==> config.mk <==
export PLATFORM = sky130hd
export DESIGN_NAME = amo_sequencer
export DESIGN_NICKNAME = d
export VERILOG_FILES = /design/src/rtl/amo_sequencer.sv
export SDC_FILE = /design/constraint.sdc
export NUM_CORES = 1
export LEC_CHECK = 0
export ABC_AREA = 0
export CORE_ASPECT_RATIO = 1.4
export CORE_MARGIN = 2
export CORE_UTILIZATION = 48
export DETAILED_ROUTE_END_ITERATION = 8
export PLACE_DENSITY = 0.78
export SLEW_MARGIN = 30
export SYNTH_ARGS = -nofsm -noshare
export SYNTH_HDL_FRONTEND = slang
export SYNTH_SLANG_ARGS = --single-unit
==> constraint.sdc <==
create_clock -name clk -period 4.04 [get_ports clk]
set_input_delay 0.808 -clock clk [delete_from_list [all_inputs] [get_ports clk]]
set_output_delay 0.808 -clock clk [all_outputs]
set_load 0.02 [all_outputs]
==> src/rtl/amo_sequencer.sv <==
// rtl/amo_sequencer.sv - RV32A atomic read-modify-write sequencer with LR/SC reservation
module amo_sequencer #(
   parameter int AW = 32,
   parameter int DW = 32
) (
   input  logic          clk,
   input  logic          rst_n,
   input  logic          start_i,
   input  logic [3:0]    amoop_i,
   input  logic [AW-1:0] addr_i,
   input  logic [DW-1:0] rs2_i,
   output logic          busy_o,
   output logic          done_o,
   output logic [DW-1:0] rd_data_o,
   output logic          mem_req_o,
   output logic          mem_we_o,
   output logic [AW-1:0] mem_addr_o,
   output logic [DW-1:0] mem_wdata_o,
   output logic [3:0]    mem_mask_o,
   input  logic          mem_gnt_i,
   input  logic          mem_rvalid_i,
   input  logic [DW-1:0] mem_rdata_i,
   input  logic          ext_wr_i,
   input  logic [AW-1:0] ext_addr_i
);

   localparam logic [2:0] IDLE    = 3'd0;
   localparam logic [2:0] RD_REQ  = 3'd1;
   localparam logic [2:0] RD_WAIT = 3'd2;
   localparam logic [2:0] WR_REQ  = 3'd3;
   localparam logic [2:0] DONE    = 3'd4;

   localparam logic [3:0] OP_LR   = 4'd0;
   localparam logic [3:0] OP_SC   = 4'd1;
   localparam logic [3:0] OP_ADD  = 4'd3;
   localparam logic [3:0] OP_XOR  = 4'd4;
   localparam logic [3:0] OP_AND  = 4'd5;
   localparam logic [3:0] OP_OR   = 4'd6;
   localparam logic [3:0] OP_MIN  = 4'd7;
   localparam logic [3:0] OP_MAX  = 4'd8;
   localparam logic [3:0] OP_MINU = 4'd9;
   localparam logic [3:0] OP_MAXU = 4'd10;

   logic [2:0]    state;
   logic [3:0]    op;
   logic [AW-3:0] word;
   logic [DW-1:0] rs2;
   logic [DW-1:0] old;
   logic [DW-1:0] rd_data;
   logic [DW-1:0] new_val;
   logic          resv_valid;
   logic [AW-3:0] resv_word;
   logic          snoop_hit;
   logic          sc_ok;
   logic          rd_accept;
   logic [2:0]    after_read;
   logic          req;
   logic          unused_bits;

   assign unused_bits = ^{addr_i[1:0], ext_addr_i[1:0]};

   // Snoop is folded into the SC decision so a same-cycle external write makes the SC fail.
   assign snoop_hit  = ext_wr_i && (ext_addr_i[AW-1:2] == resv_word);
   assign sc_ok      = resv_valid && !snoop_hit && (addr_i[AW-1:2] == resv_word);
   assign rd_accept  = ((state == RD_REQ) && mem_gnt_i && mem_rvalid_i) ||
                       ((state == RD_WAIT) && mem_rvalid_i);
   assign after_read = (op == OP_LR) ? DONE : WR_REQ;

   always_comb begin
      new_val = rs2;
      case (op)
         OP_ADD:  new_val = old + rs2;
         OP_XOR:  new_val = old ^ rs2;
         OP_AND:  new_val = old & rs2;
         OP_OR:   new_val = old | rs2;
         OP_MIN:  new_val = ($signed(old) <= $signed(rs2)) ? old : rs2;
         OP_MAX:  new_val = ($signed(old) >= $signed(rs2)) ? old : rs2;
         OP_MINU: new_val = (old <= rs2) ? old : rs2;
         OP_MAXU: new_val = (old >= rs2) ? old : rs2;
         default: new_val = rs2;
      endcase
   end

   always_ff @(posedge clk) begin
      if (!rst_n) begin
         state      <= IDLE;
         op         <= '0;
         word       <= '0;
         rs2        <= '0;
         old        <= '0;
         rd_data    <= '0;
         resv_valid <= 1'b0;
         resv_word  <= '0;
      end else begin
         if (snoop_hit)
            resv_valid <= 1'b0;
         case (state)
            IDLE: begin
               if (start_i) begin
                  op   <= amoop_i;
                  word <= addr_i[AW-1:2];
                  rs2  <= rs2_i;
                  if (amoop_i == OP_SC) begin
                     resv_valid <= 1'b0;
                     if (sc_ok) begin
                        state <= WR_REQ;
                     end else begin
                        rd_data <= DW'(1);
                        state   <= DONE;
                     end
                  end else begin
                     state <= RD_REQ;
                  end
               end
            end
            RD_REQ:  if (mem_gnt_i) state <= mem_rvalid_i ? after_read : RD_WAIT;
            RD_WAIT: if (mem_rvalid_i) state <= after_read;
            WR_REQ: begin
               if (mem_gnt_i) begin
                  rd_data <= (op == OP_SC) ? '0 : old;
                  state   <= DONE;
               end
            end
            DONE:    state <= IDLE;
            default: state <= IDLE;
         endcase
         // Placed after the snoop clear so an LR completing in a snoop cycle keeps its reservation.
         if (rd_accept) begin
            old <= mem_rdata_i;
            if (op == OP_LR) begin
               rd_data    <= mem_rdata_i;
               resv_valid <= 1'b1;
               resv_word  <= word;
            end
         end
      end
   end

   assign req         = (state == RD_REQ) || (state == WR_REQ);
   assign busy_o      = start_i | ((state != IDLE) && (state != DONE));
   assign done_o      = (state == DONE);
   assign rd_data_o   = rd_data;
   assign mem_req_o   = req;
   assign mem_we_o    = (state == WR_REQ);
   assign mem_addr_o  = req ? {word, 2'b00} : '0;
   assign mem_wdata_o = (state == WR_REQ) ? new_val : '0;
   assign mem_mask_o  = req ? 4'hF : 4'h0;

endmodule
==> results.sh <==
export IMPL_post_dp_hpwl_mm=33.98
export IMPL_worst_pin_slew_ns=0.8262
export IMPL_cts_tree="built"
export IMPL_violations="setup timing"
export IMPL_wl_per_cell_um=19.99
export IMPL_drive_above_1_share_pct=23.10
export IMPL_status="finished with violations"
export IMPL_path_cells="inv_2 > ha_4 > or4_4 > or3_4 > a211oi_4 > nor4b_4 > o21bai_4 > buf_6 > mux2i_4 > and2_4 > or3_4 > buf_6 > nand3b_4 > a31o_4 > buf_6"
export IMPL_antenna_found_initial=0
export IMPL_yosys_area_share_xor_xnor_pct=5.471
export IMPL_yosysWarnings=0
export IMPL_placement_io_buffers=235
export IMPL_start_kind="flip-flop"
export IMPL_synth_simple_area_share_pct=22.61
export IMPL_detail_route_antenna_nets=0
export IMPL_core_region_area_mm2=0.02459
export IMPL_cp_slowest_stage_delay_ns=0.53
export IMPL_synth_compound_area_share_pct=26.97
export IMPL_critPathMostFrequentCell="buf_6"
export IMPL_hold_path_end="word[26]$_SDFFE_PN0P_"
export IMPL_synthMuxAreaShare_pct=0.4168
export IMPL_final_cell_area_mm2=0.01775
export IMPL_rsz0062_at_grt="yes"
export IMPL_rr_startpoint="state[0]$_SDFFE_PN0P_"
export IMPL_grt_overflow=0
export IMPL_leakage_nw=6.757
export IMPL_die_w_um=137.7
export IMPL_crit_slowest_cell="or4_4"
export IMPL_rrSetupSlack_ns=1.33
export IMPL_cp_num_buf_inv=4
export IMPL_layout_common_cells="nand2_1, buf_4, clkdlybuf4s50_1"
export IMPL_first_pass_iters=8
export IMPL_maxCapViolations=0
export IMPL_slew_headroom_pct=44.92
export IMPL_cts_buffer_depth=2
export IMPL_syn_inst=1607
export IMPL_drv_slew=0
export IMPL_clk_latency_ns=0.44
export IMPL_grt_pass1_vias=13433
export IMPL_ios=242
export IMPL_setup_viol=32
export IMPL_grt_max_degree=76
export IMPL_arrival_ns=3.97
export IMPL_num_antenna_cells=0
export IMPL_fin_crit_sh_pct=118.2
export IMPL_die_area_mm2=0.02631
export IMPL_synth_seq_cells=164
export IMPL_p_per_area_mw_per_mm2=355.2
export IMPL_crit_family="simple AND/OR/NAND/NOR gates"
export IMPL_reg2reg_to="rd_data_o[28]$_SDFF_PN0_"
export IMPL_whs_path_depth=2
export IMPL_cts_max_level=4
export IMPL_clock_root_buffer="clkbuf_16"
export IMPL_layout_commonest_cell="nand2_1"
export IMPL_start_util_pct=48.83
export IMPL_min_from="word[26]$_SDFFE_PN0P_"
export IMPL_skew_ns=0.01312
export IMPL_fmax_ghz=0.2095
export IMPL_yosys_area_share_adder_pct=10.17
export IMPL_synth_top_family_by_area="compound AO/OA/AOI/OAI gates"
export IMPL_ir_drop_mv=0.3303
export IMPL_syn_to_final_growth_pct=47.87
export IMPL_dr_first_iter_drc_count=994
export IMPL_required_ns=3.23
export IMPL_reg2reg_depth=9
export IMPL_numCtsBuffers=17
export IMPL_gp_congestion=0.9837
export IMPL_drcViolationCount=0
export IMPL_hold_viol_final=0
export IMPL_end_kind="output pin"
export IMPL_syn_area_per_cell_um2=7.471
export IMPL_async_reset_ff_share_pct=0
export IMPL_crit_path_max_fanout=6
export IMPL_rows=68
export IMPL_fin_setup_tns_ns=-21.38
export IMPL_min_path_type="reg -> reg"
export IMPL_synth_edf_count=0
export IMPL_fin_ws_ns=-0.7342
export IMPL_routed_via_count=13599
export IMPL_synth_ff_type="dfxtp_1"
export IMPL_netlist_area_mm2=0.01201
export IMPL_final_nets=2231
export IMPL_drt_wl_total_mm=46.46
export IMPL_placed_area_mm2=0.01644
export IMPL_critPathKind="reg -> out"
export IMPL_grt_pass1_wl_mm=70.55
export IMPL_cts_sinks=164
export IMPL_cts_reportedPaths_clkPinSlew_ns=0.07
export IMPL_grtUsageTotal_pct=34.68
export IMPL_ys_seq_area_share_pct=27.34
export IMPL_die_y_um=191.1
export IMPL_via_per_inst=5.852
export IMPL_yosysUniqueCellTypes=69
export IMPL_fin_crit_ns=4.774
## layout make-up
type                    instances  area, um2
fillers                      1915       6834
multi-input cells            1240       8717
clock buffers                  19      432.9
well taps                     315      394.1
flip-flops and latches        164       3298
clock inverters                13      141.4
repair buffers                489       4456
inverters                      84      315.3
## sequential cells by signal (all words and copies together) (netlist names)
| register | count |
|---|---|
| op | 4 |
| word | 30 |
| resv_word | 30 |
| rd_data_o | 32 |
| state | 3 |
| rs2 | 32 |
| old | 32 |
| resv_valid | 1 |
## cell families after synthesis
| kind of cell | count (synthesis) |
|---|---|
| AOI/OAI and AO/OA | 470 |
| xor gates and xnor gates | 75 |
| adders and majority gates | 97 |
| buffers and inverters | 204 |
| DFF | 164 |
| muxes | 5 |
| other | 1 |
| and+or+nand+nor | 591 |
## where the power goes
part	leakage (nW)	internal, mW	total, mW	switching (mW)
Clock	0.272	0.872	1.64	0.770
Combinational	5.15	1.24	2.77	1.53
Sequential	1.34	1.77	1.89	0.123
## layer usage
layer | routed length (um) | up-vias | GRT usage (%)
met3 | 3592 | 150 | 7.027
met5 | 0 | - | 0
li1 | - | 6365 | -
met1 | 17680 | 6454 | 39.92
met4 | 2535 | 0 | 18.83
met2 | 22650 | 630 | 59.51
## repair_timing
item                                    4_1_cts  5_1_grt
endpoints found under the setup margin       32       32
hold buffers                                  0        0
buffers inserted                              7        5
gates cloned                                  3        1
gates resized for setup                     231       75
pin swaps                                    30       41
## worst max path at each step
stage	start	end	depth (start not counted)
6_report	old[11]$_SDFFE_PN0N_	mem_wdata_o[30]	15
5_1_grt	rs2[30]$_SDFFE_PN0P_	mem_wdata_o[30]	16
4_1_cts	old[10]$_SDFFE_PN0N_	mem_wdata_o[31]	14
3_5_place_dp	rs2[8]$_SDFFE_PN0P_	mem_wdata_o[23]	14
3_3_place_gp	rs2[8]$_SDFFE_PN0P_	mem_wdata_o[23]	14
2_1_floorplan	rs2[8]$_SDFFE_PN0P_	mem_wdata_o[8]	15
## metrics by stage
step,setup WS (ns),utilization [%],std cells,power [mW],hold slack [ns]
floorplan,-0.08196,-,1608,3.239,0.4497
global placement,-0.7500,66.88,2277,4.279,0.4577
detailed placement,-0.9429,66.88,2277,4.337,0.4673
CTS,-0.7307,70.94,2319,6.167,0.4777
global route,-0.7979,72.21,2324,6.575,0.4928
finish,-0.7342,72.21,2324,6.306,0.4750
## worst reg2reg max path, delay by kind of cell (launching register included)
family | cells | cell delay, ns
AO/OA/AOI/OAI | 2 | 0.74
buffers and inverters | 3 | 0.84
AND/OR/NAND/NOR | 4 | 0.58
flip-flops | 1 | 0.47
## synth_stat cells, types with 3 or more instances
| master | n | area (um2) |
|---|---|---|
| or3_1 | 6 | 37.54 |
| o221ai_1 | 4 | 35.03 |
| clkbuf_1 | 97 | 364.1 |
| o21a_1 | 3 | 22.52 |
| o21bai_1 | 7 | 52.55 |
| nor2b_1 | 10 | 62.56 |
| and3_1 | 5 | 31.28 |
| o31ai_1 | 7 | 52.55 |
| o21ai_0 | 54 | 270.3 |
| inv_1 | 83 | 311.6 |
| a21o_1 | 12 | 90.09 |
| a21boi_0 | 133 | 998.5 |
| buf_6 | 4 | 45.04 |
| nand2b_1 | 10 | 62.56 |
| buf_1 | 3 | 11.26 |
| o211ai_1 | 9 | 67.56 |
| a211oi_1 | 10 | 75.07 |
| buf_4 | 9 | 67.56 |
| o21ai_1 | 25 | 125.1 |
| a22oi_1 | 9 | 67.56 |
| o22ai_1 | 3 | 18.77 |
| or4_1 | 4 | 30.03 |
| and2_1 | 34 | 212.7 |
| nor2_1 | 90 | 337.8 |
| a221o_1 | 11 | 110.1 |
| nand3_1 | 17 | 85.08 |
| a221oi_1 | 47 | 411.6 |
| ha_1 | 96 | 1201 |
| nand4_1 | 22 | 137.6 |
| a21oi_1 | 90 | 450.4 |
| o2111ai_1 | 4 | 35.03 |
| o32ai_1 | 3 | 26.28 |
| nor3_1 | 11 | 55.05 |
| o311ai_0 | 5 | 43.79 |
| nor3b_1 | 33 | 247.7 |
| xnor2_1 | 66 | 578.1 |
| nand2_1 | 323 | 1212 |
| buf_2 | 7 | 35.03 |
| a31o_2 | 4 | 35.03 |
| nor4_1 | 15 | 93.84 |
| a31oi_1 | 10 | 62.56 |
| dfxtp_1 | 164 | 3283 |
| xor2_1 | 9 | 78.83 |
| a211o_1 | 4 | 35.03 |
| mux2i_1 | 5 | 50.05 |
Note: power is estimated with default switching activity, not from simulation.
